### src/rtl/apb_arb_pkg.sv
// Shared types and constants for the APB requester arbiter.
//   arb_state_t   : arbiter FSM encoding (IDLE, SETUP, ACCESS, RESP)
//   TIMEOUT_RDATA : read data returned upstream when the downstream watchdog fires
package apb_arb_pkg;

    typedef enum logic [1:0] {
        IDLE,
        SETUP,
        ACCESS,
        RESP
    } arb_state_t;

    localparam logic [31:0] TIMEOUT_RDATA = 32'hDEAD_DEAD;

endpackage

### src/rtl/rr_arbiter.sv
// Combinational round-robin arbiter: rotate-priority-encode of a request vector.
// The search starts one position after the last grant and wraps at N.
//   req   [N]          : request bits
//   last  [$clog2(N)]  : index of the previously granted requester
//   grant [$clog2(N)]  : index of the winner (0 when no request)
//   valid              : at least one request present
module rr_arbiter #(
    parameter int unsigned N = 2
) (
    input  logic [N-1:0]         req,
    input  logic [$clog2(N)-1:0] last,
    output logic [$clog2(N)-1:0] grant,
    output logic                 valid
);

    localparam int unsigned IdW = $clog2(N);

    // Index k positions after base, wrapping at N (N need not be a power of two).
    function automatic logic [IdW-1:0] step_from(input logic [IdW-1:0] base,
                                                 input int unsigned   k);
        int unsigned idx;
        idx = 32'(base) + k;
        if (idx >= N) begin
            idx = idx - N;
        end
        return IdW'(idx);
    endfunction

    always_comb begin
        grant = '0;
        valid = 1'b0;
        for (int unsigned k = 1; k <= N; k++) begin
            if (!valid && req[step_from(last, k)]) begin
                grant = step_from(last, k);
                valid = 1'b1;
            end
        end
    end

endmodule

### src/rtl/apb_requester_arbiter.sv
// Round-robin arbiter sharing one downstream APB completer between NUM_REQ
// upstream APB requesters. One transfer is in flight at a time; both sides are
// fully registered so the block doubles as a pipeline stage.
//
// Ports:
//   clk, rst          : clock (also the downstream pclk), synchronous active-high reset
//   up_*              : upstream completer ports, one slot per requester
//   down_*            : downstream requester port
//   grant_id          : current/last granted requester (debug)
//   busy              : high whenever the FSM is not IDLE
//   timeout_flag      : sticky ACCESS watchdog flag (only with APB_ARB_TIMEOUT_EN)
//
// Build option: define APB_ARB_TIMEOUT_EN to add the ACCESS watchdog of
// TIMEOUT_CYCLES cycles and the timeout_flag port.
module apb_requester_arbiter
    import apb_arb_pkg::*;
#(
    parameter int unsigned NUM_REQ        = 2,
    parameter int unsigned ADDR_WIDTH     = 16,
    parameter int unsigned DATA_WIDTH     = 32,
    parameter int unsigned TIMEOUT_CYCLES = 1024
) (
    input  logic                         clk,
    input  logic                         rst,
    // upstream
    input  logic [NUM_REQ-1:0]           up_psel,
    input  logic [NUM_REQ-1:0]           up_penable,
    input  logic [ADDR_WIDTH-1:0]        up_paddr   [NUM_REQ],
    input  logic [NUM_REQ-1:0]           up_pwrite,
    input  logic [DATA_WIDTH-1:0]        up_pwdata  [NUM_REQ],
    input  logic [DATA_WIDTH/8-1:0]      up_pstrb   [NUM_REQ],
    input  logic [2:0]                   up_pprot   [NUM_REQ],
    output logic [NUM_REQ-1:0]           up_pready,
    output logic [DATA_WIDTH-1:0]        up_prdata  [NUM_REQ],
    output logic [NUM_REQ-1:0]           up_pslverr,
    // downstream
    output logic                         down_psel,
    output logic                         down_penable,
    output logic [ADDR_WIDTH-1:0]        down_paddr,
    output logic                         down_pwrite,
    output logic [DATA_WIDTH-1:0]        down_pwdata,
    output logic [DATA_WIDTH/8-1:0]      down_pstrb,
    output logic [2:0]                   down_pprot,
    input  logic                         down_pready,
    input  logic [DATA_WIDTH-1:0]        down_prdata,
    input  logic                         down_pslverr,
    // status
    output logic [$clog2(NUM_REQ)-1:0]   grant_id,
    output logic                         busy
`ifdef APB_ARB_TIMEOUT_EN
    ,
    output logic                         timeout_flag
`endif
);

    localparam int unsigned IdW = $clog2(NUM_REQ);

    if (DATA_WIDTH != 32) begin : g_bad_data_width
        $error("apb_requester_arbiter: DATA_WIDTH must be 32");
    end
    if (NUM_REQ < 2 || NUM_REQ > 8) begin : g_bad_num_req
        $error("apb_requester_arbiter: NUM_REQ must be in 2..8");
    end
    if (TIMEOUT_CYCLES < 1) begin : g_bad_timeout
        $error("apb_requester_arbiter: TIMEOUT_CYCLES must be at least 1");
    end

    // Upstream penable carries no information here: psel alone requests.
    logic unused_penable;
    assign unused_penable = ^up_penable;

    arb_state_t         state;
    logic [IdW-1:0]     last_grant;
    logic [IdW-1:0]     arb_grant;
    logic               arb_valid;

    rr_arbiter #(
        .N (NUM_REQ)
    ) u_rr_arbiter (
        .req   (up_psel),
        .last  (last_grant),
        .grant (arb_grant),
        .valid (arb_valid)
    );

    // Completion of the ACCESS phase and the response it returns upstream.
    logic                  access_done;
    logic [DATA_WIDTH-1:0] resp_rdata;
    logic                  resp_err;

`ifdef APB_ARB_TIMEOUT_EN
    localparam int unsigned TCntW = (TIMEOUT_CYCLES > 1) ? $clog2(TIMEOUT_CYCLES) : 1;
    logic [TCntW-1:0] tcnt;
    logic             timed_out;
`endif

    always_comb begin
        access_done = down_pready;
        resp_rdata  = down_prdata;
        resp_err    = down_pslverr;
`ifdef APB_ARB_TIMEOUT_EN
        timed_out = !down_pready && (tcnt == TCntW'(TIMEOUT_CYCLES - 1));
        if (timed_out) begin
            access_done = 1'b1;
            resp_rdata  = DATA_WIDTH'(TIMEOUT_RDATA);
            resp_err    = 1'b1;
        end
`endif
    end

    always_ff @(posedge clk) begin
        if (rst) begin
            state        <= IDLE;
            last_grant   <= IdW'(NUM_REQ - 1);
            grant_id     <= '0;
            down_psel    <= 1'b0;
            down_penable <= 1'b0;
            down_paddr   <= '0;
            down_pwrite  <= 1'b0;
            down_pwdata  <= '0;
            down_pstrb   <= '0;
            down_pprot   <= '0;
            up_pready    <= '0;
            up_pslverr   <= '0;
            for (int unsigned i = 0; i < NUM_REQ; i++) begin
                up_prdata[i] <= '0;
            end
`ifdef APB_ARB_TIMEOUT_EN
            tcnt         <= '0;
            timeout_flag <= 1'b0;
`endif
        end else begin
            unique case (state)
                IDLE: begin
                    if (arb_valid) begin
                        down_paddr  <= up_paddr[arb_grant];
                        down_pwrite <= up_pwrite[arb_grant];
                        down_pwdata <= up_pwdata[arb_grant];
                        down_pstrb  <= up_pstrb[arb_grant];
                        down_pprot  <= up_pprot[arb_grant];
                        down_psel   <= 1'b1;
                        grant_id    <= arb_grant;
                        last_grant  <= arb_grant;
                        state       <= SETUP;
                    end
                end
                SETUP: begin
                    down_penable <= 1'b1;
`ifdef APB_ARB_TIMEOUT_EN
                    tcnt <= '0;
`endif
                    state <= ACCESS;
                end
                ACCESS: begin
                    if (access_done) begin
                        down_psel             <= 1'b0;
                        down_penable          <= 1'b0;
                        up_pready[grant_id]   <= 1'b1;
                        up_pslverr[grant_id]  <= resp_err;
                        up_prdata[grant_id]   <= resp_rdata;
                        state                 <= RESP;
`ifdef APB_ARB_TIMEOUT_EN
                        if (timed_out) begin
                            timeout_flag <= 1'b1;
                        end
`endif
                    end
`ifdef APB_ARB_TIMEOUT_EN
                    else begin
                        tcnt <= tcnt + 1'b1;
                    end
`endif
                end
                RESP: begin
                    // Requester still holds psel this cycle; returning to IDLE only
                    // afterwards keeps the finished transfer from being re-granted.
                    up_pready  <= '0;
                    up_pslverr <= '0;
                    for (int unsigned i = 0; i < NUM_REQ; i++) begin
                        up_prdata[i] <= '0;
                    end
                    state <= IDLE;
                end
                default: state <= IDLE;
            endcase
        end
    end

    assign busy = (state != IDLE);

endmodule

### config.mk
export PLATFORM = sky130hd
export DESIGN_NAME = apb_requester_arbiter
export DESIGN_NICKNAME = d
export VERILOG_FILES = /design/src/rtl/apb_arb_pkg.sv /design/src/rtl/rr_arbiter.sv /design/src/rtl/apb_requester_arbiter.sv
export SDC_FILE = /design/constraint.sdc
export NUM_CORES = 1
export LEC_CHECK = 0
export ABC_AREA = 1
export CORE_MARGIN = 1.5
export CORE_UTILIZATION = 38
export DETAILED_ROUTE_END_ITERATION = 10
export MAX_ROUTING_LAYER = met4
export PLACE_DENSITY = 0.75
export SKIP_CTS_REPAIR_TIMING = 1
export SYNTH_ARGS = -nofsm -noshare
export SYNTH_HDL_FRONTEND = slang
export SYNTH_SLANG_ARGS = --single-unit
### constraint.sdc
create_clock -name clk -period 1.5 [get_ports clk]
set_input_delay 0.225 -clock clk [delete_from_list [all_inputs] [get_ports clk]]
set_output_delay 0.225 -clock clk [all_outputs]
set_load 0.01 [all_outputs]
# Yosys cells after proc, flatten, opt, wreduce, memory -nomap -nowiden
# Cells that the tools add are included.
# Widths: inputs -> output; s select.
# classes
reduce_logical,14
eq_ne,5
order_cmp,10
mux,43
add_sub_neg,4
bitwise_logic,3
# ops
cell,count
$mux 32,4
$pmux 64 s2,1
$bwmux 64,1
$mux 64,1
$mux 16,3
$demux 32 s1,1
$mux 1,15
$mux 4,3
$mux 3,3
$lt 1x2->1 const B,4
$mux 2,4
$pmux 2 s2,2
$pmux 2 s4,1
$reduce_and 2->1,4
$reduce_bool 2->1,4
$ge 2x2->1 const B,3
$eq 2x2->1 const B,2
$ne 2x2->1 const B,2
$not 1->2,2
$pmux 1 s2,2
$add 1x2->3 const B,1
$ge 3x2->1 const B,1
$logic_and 1x1->1,3
$reduce_and 3->1,1
other kinds (10),11
# word_totals
register_bits,130
output_inout_bits,128

# Logic depth before layout (Yosys ltp)
# Gate-level depths: netlist of the first run.
# depth
ltp_word,13
mapped_depth,10
mapped_depth_nobuf,9

# By module
# A second synthesis of the first run with hierarchy kept.
# hier_totals
cells_unflattened,797
area_unflattened_um2,6030.8
# modules_own_cells
module,area_per_inst_um2,n_inst,cells_each
apb_requester_arbiter,6015.8,1,794
rr_arbiter,15.0,1,3

# Worst setup path before layout of the first run
# OpenSTA, ideal clock, no wires.
# synth_path
kind,register to register
start,register state[0]
end,register up_prdata[54] in the netlist's numbering
slack_ns,0.067
stages_incl_launch_ff,10
period_less_slack_ns,1.433
arrival_ns,1.320
cell_sequence,dfxtp_1 inv_1 ha_1 nand2_1 nand2_2 nand2_2 buf_2 nand2_1 nand2_1 nor2_1
# synth_between
elab_chain_cells,3
# synth_lines
element,line,rtl
from (decl),apb_requester_arbiter.sv:72,arb_state_t state;
from (signal assigned),apb_requester_arbiter.sv:113,state <= IDLE;
from (signal assigned),apb_requester_arbiter.sv:144,state <= SETUP;
from (signal assigned),apb_requester_arbiter.sv:152,state <= ACCESS;
$eq 2x2->1,apb_requester_arbiter.sv:133,unique case (state)
$ne 2x2->1 (no line) / $reduce_bool 2->1 (equally long branches),n/a,
$reduce_and 2->1 (no line),n/a,
"to (signal, indexed assignment)",apb_requester_arbiter.sv:160,up_prdata[grant_id] <= resp_rdata;
to (decl),apb_requester_arbiter.sv:34,"output logic [DATA_WIDTH-1:0] up_prdata [NUM_REQ],"
# Several ways; a longest one is shown, not always the timed one.
# A chain may end at the register's enable or synchronous reset.

# Worst setup path in the final report of the first run
# layout_path
start,register state[1]
end,register up_prdata[13] in the netlist's numbering
# The elaborated chain is that of the path after synthesis.

==> results of run 1 <==
worst max-delay path, cell delays in order (launching register included):
cell	delay, ns
dfxtp_4	0.36
buf_4	0.14
ha_2	0.20
nor2_2	0.11
inv_1	0.11
nand2_8	0.11
clkbuf_16	0.16
nand2_1	0.06
a21oi_1	0.14
Yosys cell counts, drive strengths merged:
| master | count |
|---|---|
| nand2 | 262 |
| nor2 | 215 |
| dfxtp | 130 |
| nand3 | 97 |
| o21ai | 57 |
| buf | 50 |
| inv | 43 |
| a21oi | 42 |
| clkbuf | 17 |
| ha | 7 |
flip-flops by register name, summed over array words and instances, names as in the netlist:
name and flops:
down_pwdata 32, state 2, down_paddr 16, down_penable 1
up_pslverr 2, last_grant 1, up_prdata 64, down_pprot 3
down_psel 1, up_pready 2, grant_id 1, down_pwrite 1
down_pstrb 4
power by group:
group          switching, uW  internal [uW]
clock network           1610           2930
logic                   3750           3450
registers                452           4370
how the worst max path moves through the flow:
stage | cells past startpoint | end | from
2_1_floorplan | 9 | up_prdata[54] | state[0]
3_3_place_gp | 7 | up_prdata[55] | down_pready
3_5_place_dp | 8 | down_pwdata[12] | up_psel[0]
4_1_cts | 4 | busy | state[1]
5_1_grt | 8 | up_prdata[13] | state[1]
6_report | 8 | up_prdata[13] | state[1]
kinds of logic (layout without fill, tap and decap cells):
| kind of cell | Yosys count | in the layout | synth area share (%) |
|---|---|---|---|
| simple gates | 574 | 574 | 37.9 |
| buf+inv | 110 | 400 | 9.61 |
| flops | 130 | 130 | 42.8 |
| fa+ha+maj | 7 | 7 | 1.44 |
| compound gates | 99 | 99 | 8.21 |
through the flow:
stage	power, uW	cell area [sq um]
after floorplan	8410	6080
after global placement	11600	9140
after detailed placement	11700	9140
after CTS	16300	9790
after global routing	17600	10400
final	16600	10400
area by class of cell:
type | instances | area, sq um | share of cell area (%)
clock buffers | 21 | 470 | 4.52
inverters | 43 | 161 | 1.55
flip-flops and latches | 130 | 2610 | 25.1
repair buffers | 325 | 3720 | 35.7
clock inverters | 11 | 174 | 1.67
well taps | 216 | 270 | 2.60
multi-input cells | 680 | 3000 | 28.8
routing by layer:
layer  vias to the layer above  routed length [microns]  share of wire, %  global-route usage (%)
met5                         -                        0                 0                       -
met1                      3081                     8450                41                    26.2
met3                        31                     1760               8.5                    7.14
met2                       258                    10100                49                    38.1
li1                       3431                        -                 -                       -
met4                         0                      393               1.9                    8.24
==> out/metrics.cfg, run 1 <==
[run_status]
outcome = finished, final reports clean

[hold_path]
min_path_type = input port to flop
min_to = grant_id
hp-start = up_psel[1]
whs_path_depth = 3

[drt]
avgViaCountPerCell = 4.77
drt_iter0_markers = 327
wl_mm = 20.7
dr.pass1.iters = 5
wire_per_inst_microns = 14.5
drcViolationCount = 0
vias = 6801
ant_nets = 0

[timing]
finalHoldViolCount = 0
worstMarginPinSlew_ns = 0.333
finalMaxSlewViolations = 0
max_freq_mhz = 682
tns_ns = 0
worst_slack_ns = 0.0344
fin_crit_sh_pct = 97.7
timing.hold.ws_ns = 0.260
rsz0062_at_grt = true
setup_viol = 0
maxSlewHeadroom_pct = 77.8
fin_skew_ns = 0.0110
min_period_ns = 1.47

[layout]
nets = 1356
fin_util_pct = 66.0
fillers = 1381
final_common_cell = nand2_1
antenna_cells = 0
layout.cells.non_filler = 1426
drive_gt1_share_pct = 8.93
synthToLayoutAreaGrowth_pct = 71.2
most-common-layout-cells = nand2_1 (255), nor2_1 (211), clkdlybuf4s50_1 (148)

[clocking]
clock-sinks = 130
cts_buffers = 17
clkTransAtPathRegs_ns = 0.06
cts_tree = yes
cts.path.max_buffers = 2
htree_levels = 4
clkLatencyLatePin_ns = 0.42
clk_root_buffer_cell = clkbuf_16

[floorplan]
boundaryPins = 280
dieWidth_microns = 129
fp-row-count = 46
start_util_pct = 38.5
die_h_microns = 129
die-area_sq_um = 16800
core_sq_um = 15800

[power]
leakage_uw = 0.00652
p_per_area_nw_per_um2 = 1590
irDropWorstVdd_v = 0.000978

[setup_path]
cp_data_arrival_time_ns = 1.80
critical_path.max_fanout = 8
crit_path_start_kind = flop
rrSetupSlack_ns = 0.03
r2r_cells = 8
setup.worst_path.end_class = flop
r2r_start = state[1]
cp_data_required_time_ns = 1.84
r2r-end = up_prdata[13]
criticalPathCategory = flop to flop

[logic_synthesis]
ys_seq_elements = 130
avgSynthCellArea_sq_um = 6.61
synth_nets = 1079
synthDistinctLibCells = 19
yosys-top-cells-area = dfxtp_1 (43%), nand2_1 (16%), nor2_1 (13%)
syn_area_sq_um = 6080
ys_seq_area_share_pct = 42.8
synth_area_leader_cell = dfxtp_1
yosysWarnings = 0
yosysTopAreaCellShare_pct = 42.8
synth_cells = 920

[global_routing]
grt_max_degree = 56
grt_pass1_vias = 6086
track_usage_pct = 23.0
grt_overflow = 0
grt_pass1_wl_mm = 29.5
grt_antenna_before_repair = 0

[job]
cap_violations = 0

[placed_design]
port_buffers = 277
routabilityCongestion = 0.783
place_worst_setup_slack_ns = -0.0801
hpwlAfterDp_mm = 13.3
dp_cells = 1383

(Power assumes the default switching activity.)
==> run 2: changes to the inputs <==
--- a/config.mk
+++ b/config.mk
@@ -6,11 +6,13 @@
 export NUM_CORES = 1
 export LEC_CHECK = 0
 export ABC_AREA = 1
+export CELL_PAD_IN_SITES_DETAIL_PLACEMENT = 0
+export CELL_PAD_IN_SITES_GLOBAL_PLACEMENT = 2
 export CORE_MARGIN = 1.5
-export CORE_UTILIZATION = 38
+export CORE_UTILIZATION = 19
 export DETAILED_ROUTE_END_ITERATION = 10
 export MAX_ROUTING_LAYER = met4
-export PLACE_DENSITY = 0.75
+export PLACE_DENSITY = 0.74
 export SKIP_CTS_REPAIR_TIMING = 1
 export SYNTH_ARGS = -nofsm -noshare
 export SYNTH_HDL_FRONTEND = slang
==> out/metrics.cfg, run 2 (synthesized netlist as in run 1, its figures left out) <==
[placed_design]
routabilityCongestion = 0.755
hpwlAfterDp_mm = 16.3
port_buffers = 277
post_dp_cell_area_sq_um = 9400

[floorplan]
fp-row-count = 65
start_util_pct = 19.3
die-area_sq_um = 33100
core_sq_um = 31600
boundaryPins = 280
die_h_microns = 182
dieWidth_microns = 182

[power]
clock_power_share_pct = 27.6
p_per_area_nw_per_um2 = 1600
leakage_uw = 0.00658
irDropWorstVdd_v = 0.000701
pwr-share-seq_pct = 28.0
p_total_uw = 17200
comb_power_share_pct = 44.4
p_int_uw = 11000
p_sw_uw = 6210
switching_share_pct = 36.0

[layout]
synthToLayoutAreaGrowth_pct = 77.7
nets = 1362
reg.largest.list = up_prdata: 64 flops, down_pwdata: 32 flops, down_paddr: 16 flops
most-common-layout-cells = nand2_1 (254), nor2_1 (201), clkdlybuf4s50_1 (147)
antenna_cells = 0
fillers = 3405
final_common_cell = nand2_1
regMostFlops = up_prdata
multi_input_area_sq_um = 3030
drive_gt1_share_pct = 10.2
largest_reg_flops = 64
regArea_sq_um = 2610
final_area_sq_um = 10800

[setup_path]
setup.worst_path.end_class = primary output
crit_path_start_kind = flop
cp_data_arrival_time_ns = 1.25
cp_data_required_time_ns = 1.27
critical_path.max_fanout = 4
criticalPathCategory = flop to primary output

[timing]
min_period_ns = 1.47
rsz0062_at_grt = true
max_freq_mhz = 680
finalMaxSlewViolations = 0
fin_skew_ns = 0.00945
finalHoldViolCount = 0
maxSlewHeadroom_pct = 73.7
worstMarginPinSlew_ns = 0.395
setup_viol = 0
fin_crit_sh_pct = 98.1

[drt]
drt_iter0_markers = 266
vias = 6723
drcViolationCount = 0
wl_mm = 25.0
wire_per_inst_microns = 15.5
avgViaCountPerCell = 4.16
ant_nets = 0
dr.pass1.iters = 4

[clocking]
clock-sinks = 130
clk_root_buffer_cell = clkbuf_16
cts.path.max_buffers = 2
htree_levels = 4
clkLatencyLatePin_ns = 0.41
clkTransAtPathRegs_ns = 0.06
cts_buffers = 17
cts_tree = yes

[job]
cap_violations = 0

[global_routing]
grt_pass1_vias = 6479
grt_max_degree = 68
grt_pass1_wl_mm = 36.3
track_usage_pct = 14.6
grt_antenna_before_repair = 0
grt_overflow = 0

[run_status]
outcome = finished, final reports clean

[hold_path]
min_path_type = input port to flop

==> run 2: cell types whose count changed in the layout (fill, tap and decap cells not counted), moves of 3 or more <==
| cell | change |
|---|---|
| clkinv_4 | +5 |
| nand2_2 | +3 |
| nor2_2 | +9 |
| o21ai_0 | +25 |
| o21ai_1 | -25 |
| nor2_1 | -10 |
| buf_6 | +4 |
| inv_6 | -3 |
==> run 2: worst max-delay path: stages, from the launching register on <==
cell and delay [ns]:
dfxtp_4 0.37, inv_1 0.08, ha_4 0.17, inv_2 0.07, buf_4 0.14
==> run 2: final timing paths <==
check | from | endpoint | slack [ns] | cells past startpoint
min reg2reg | up_prdata[30] | up_prdata[30] | 0.45 | 2
max reg2reg | state[1] | up_prdata[51] | 0.06 | 9
min | rst | up_prdata[23] | 0.29 | 3
max | state[1] | busy | 0.03 | 4
==> run 2: stage by stage <==
step | hold WS, ns | std cells | util [%] | setup WS [ns] | setup TNS [ns]
after floorplan | 0.390 | 920 | - | 0.0668 | 0
after global placement | 0.448 | 1573 | 29.8 | -0.0963 | -3.53
after detailed placement | 0.451 | 1573 | 29.8 | -0.137 | -6.01
after CTS | 0.262 | 1605 | 31.9 | -0.554 | -7.26
after global routing | 0.277 | 1618 | 34.2 | -0.0511 | -0.275
final | 0.288 | 1618 | 34.2 | 0.0287 | 0
==> run 2: layout make-up <==
type                    instances  area share [%]
multi-input cells             680            28.1
flip-flops and latches        130            24.2
well taps                     402            4.66
clock buffers                  20            4.14
clock inverters                12            1.91
repair buffers                331            35.5
inverters                      43            1.49
==> run 2: metal layers <==
layer	GRT usage [%]	vias to the layer above	part of all wire, %
met5	-	-	0
met1	17.8	3020	46
met4	2.40	0	0.85
met2	23.1	233	45
li1	-	3459	-
met3	5.35	11	8.7
==> run 2: power groups by stage <==
stage          logic (uW)  clock network, uW  registers (uW)
2_1_floorplan        3150                  0            5260
3_3_place_gp         7060                  0            4890
3_5_place_dp         7050                  0            4900
4_1_cts              7070               4920            4840
5_1_grt              8500               5070            4940
6_report             7670               4760            4820
==> run 3: changes to the inputs <==
--- a/config.mk
+++ b/config.mk
@@ -8,8 +8,10 @@
 export ABC_AREA = 1
 export CELL_PAD_IN_SITES_DETAIL_PLACEMENT = 0
 export CELL_PAD_IN_SITES_GLOBAL_PLACEMENT = 2
+export CORE_ASPECT_RATIO = 1.25
 export CORE_MARGIN = 1.5
 export CORE_UTILIZATION = 19
+export CTS_BUF_LIST = sky130_fd_sc_hd__clkbuf_2
 export DETAILED_ROUTE_END_ITERATION = 10
 export MAX_ROUTING_LAYER = met4
 export PLACE_DENSITY = 0.74
==> constraint.sdc (replaced) <==
create_clock -name clk -period 1.3 [get_ports clk]
set_input_delay 0.195 -clock clk [delete_from_list [all_inputs] [get_ports clk]]
set_output_delay 0.195 -clock clk [all_outputs]
set_load 0.01 [all_outputs]
==> out/metrics.cfg, run 3 (synthesized netlist as in run 1, its figures left out) <==
[setup_path]
cp_num_cells = 4
critPathBufInv = 3
criticalPathCategory = flop to primary output
crit_path_start_kind = flop
rrSetupSlack_ns = -0.38
cp-startpoint = state[1]
critical_path.top_delay_family = flip-flops
r2r-end = up_prdata[20]
r2r_start = state[1]
cp-endpoint = busy
cp_common_cell = inv_4
r2r_cells = 9
worstPathCellList = inv_4 -> ha_4 -> inv_4 -> buf_6
setup.worst_path.end_class = primary output
cp_data_required_time_ns = 1.11
cp_data_arrival_time_ns = 1.54
critical_path.max_fanout = 5
max_stage_delay_ns = 0.44
worst_path_max_delay_cell = dfxtp_4

[timing]
worst_slack_ns = -0.432
fin_crit_sh_pct = 133
min_period_ns = 1.73
fin_skew_ns = 0.0421
rsz0062_at_grt = true
finalHoldViolCount = 0
finalMaxSlewViolations = 0
setup_viol = 254
timing.hold.ws_ns = 0.0851
maxSlewHeadroom_pct = 66.7
max_freq_mhz = 577
worstMarginPinSlew_ns = 0.500

[power]
pwr-share-seq_pct = 30.0
p_int_uw = 12600
p_sw_uw = 7730
irDropWorstVdd_v = 0.000625
leakage_uw = 0.00524
p_per_area_nw_per_um2 = 1750
comb_power_share_pct = 53.5
switching_share_pct = 38.1
clock_power_share_pct = 16.5

[layout]
largest_reg_flops = 64
reg.largest.list = up_prdata: 64 flops, down_pwdata: 32 flops, down_paddr: 16 flops
regMostFlops = up_prdata
final_common_cell = nand2_1
fillers = 3353
synthToLayoutAreaGrowth_pct = 90.8
nets = 1452
drive_gt1_share_pct = 34.2
fin_util_pct = 36.6
most-common-layout-cells = nand2_1 (252), nor2_1 (208), clkdlybuf4s50_1 (147)

[clocking]
clkLatencyLatePin_ns = 0.73
clk_root_buffer_cell = clkbuf_2
clock-sinks = 130
cts_buffers = 17
clkTransAtPathRegs_ns = 0.24
cts_tree = yes
cts.path.max_buffers = 2
htree_levels = 4

[global_routing]
track_usage_pct = 14.2
grt_max_degree = 58
grt_pass1_vias = 6410
grt_pass1_wl_mm = 35.1
grt_antenna_before_repair = 2
grt_overflow = 0

[drt]
drcViolationCount = 0
ant_nets = 0
dr.pass1.iters = 4
drt_iter0_markers = 263
wl_mm = 26.1
avgViaCountPerCell = 4.10
wire_per_inst_microns = 15.2
vias = 7047

[run_status]
violations = negative setup slack
outcome = finished with violations

[floorplan]
die_h_microns = 203
core_sq_um = 31700
die-area_sq_um = 33100
dieWidth_microns = 163
fp-row-count = 73
boundaryPins = 280
start_util_pct = 19.2

[hold_path]
whs_path_depth = 5
min_path_type = input port to flop

[placed_design]
routabilityCongestion = 0.749
port_buffers = 277
hpwlAfterDp_mm = 16.4

[job]
cap_violations = 0

==> run 3: changes by cell type in the layout (fill, tap and decap cells not counted), sizes merged, moves of 2 or more <==
cell | before | now
dlymetal6s2s | 127 | 0
inv | 43 | 45
clkinv | 6 | 4
nand2 | 262 | 267
dlygate4sd3 | 0 | 45
clkinvlp | 1 | 3
diode | 0 | 2
buf | 49 | 212
==> run 3: worst min path at each step <==
stage                         start         endpoint
floorplan           down_prdata[10]    up_prdata[10]
global placement      up_prdata[11]    up_prdata[11]
detailed placement     up_prdata[7]     up_prdata[7]
CTS                             rst       last_grant
global route          up_pwdata[34]   down_pwdata[2]
finish                up_pwdata[50]  down_pwdata[18]
==> run 3: metal layers <==
metal	wire length [microns]	vias up	GRT usage, %
li1	-	3637	-
met1	10800	3183	15.9
met2	13500	214	24.3
met3	1580	13	4.31
met4	286	0	3.47
met5	0	-	-
==> run 3: power by group through the flow <==
stage,logic [uW],clock network [uW],registers (uW)
after global routing,11900,3690,6230
final,10900,3350,6080
after global placement,8420,0,5680
after CTS,8450,3550,5620
after detailed placement,8420,0,5690
after floorplan,3710,0,6080
==> run 3: final cells by class <==
cell class	count	area [sq um]	share of cell area, %
timing repair buffer	416	4580	39.5
multi-input combinational	685	3220	27.8
sequential	130	2770	23.9
tap	412	515	4.45
clock inverter	15	236	2.04
inverter	43	169	1.46
clock buffer	17	85.1	0.734
antenna	2	5.00	0.0432
==> run 3: tightest hold or removal path: cells and delay by family <==
kind                   cells  cell delay (ns)
buffers and inverters      1             0.39
and+or+nand+nor            4             0.23
==> run 3: metrics by stage <==
| step | std cells | instance area [sq um] | setup TNS (ns) | setup WS, ns | total power, uW |
|---|---|---|---|---|---|
| after floorplan | 920 | 6110 | -0.568 | -0.0140 | 9790 |
| after global placement | 1590 | 9520 | -29.43 | -0.346 | 14100 |
| after detailed placement | 1590 | 9520 | -32.62 | -0.324 | 14100 |
| after CTS | 1622 | 9840 | -116.40 | -1.14 | 17600 |
| after global routing | 1720 | 11600 | -72.42 | -0.628 | 21800 |
| final | 1720 | 11600 | -38.18 | -0.432 | 20300 |
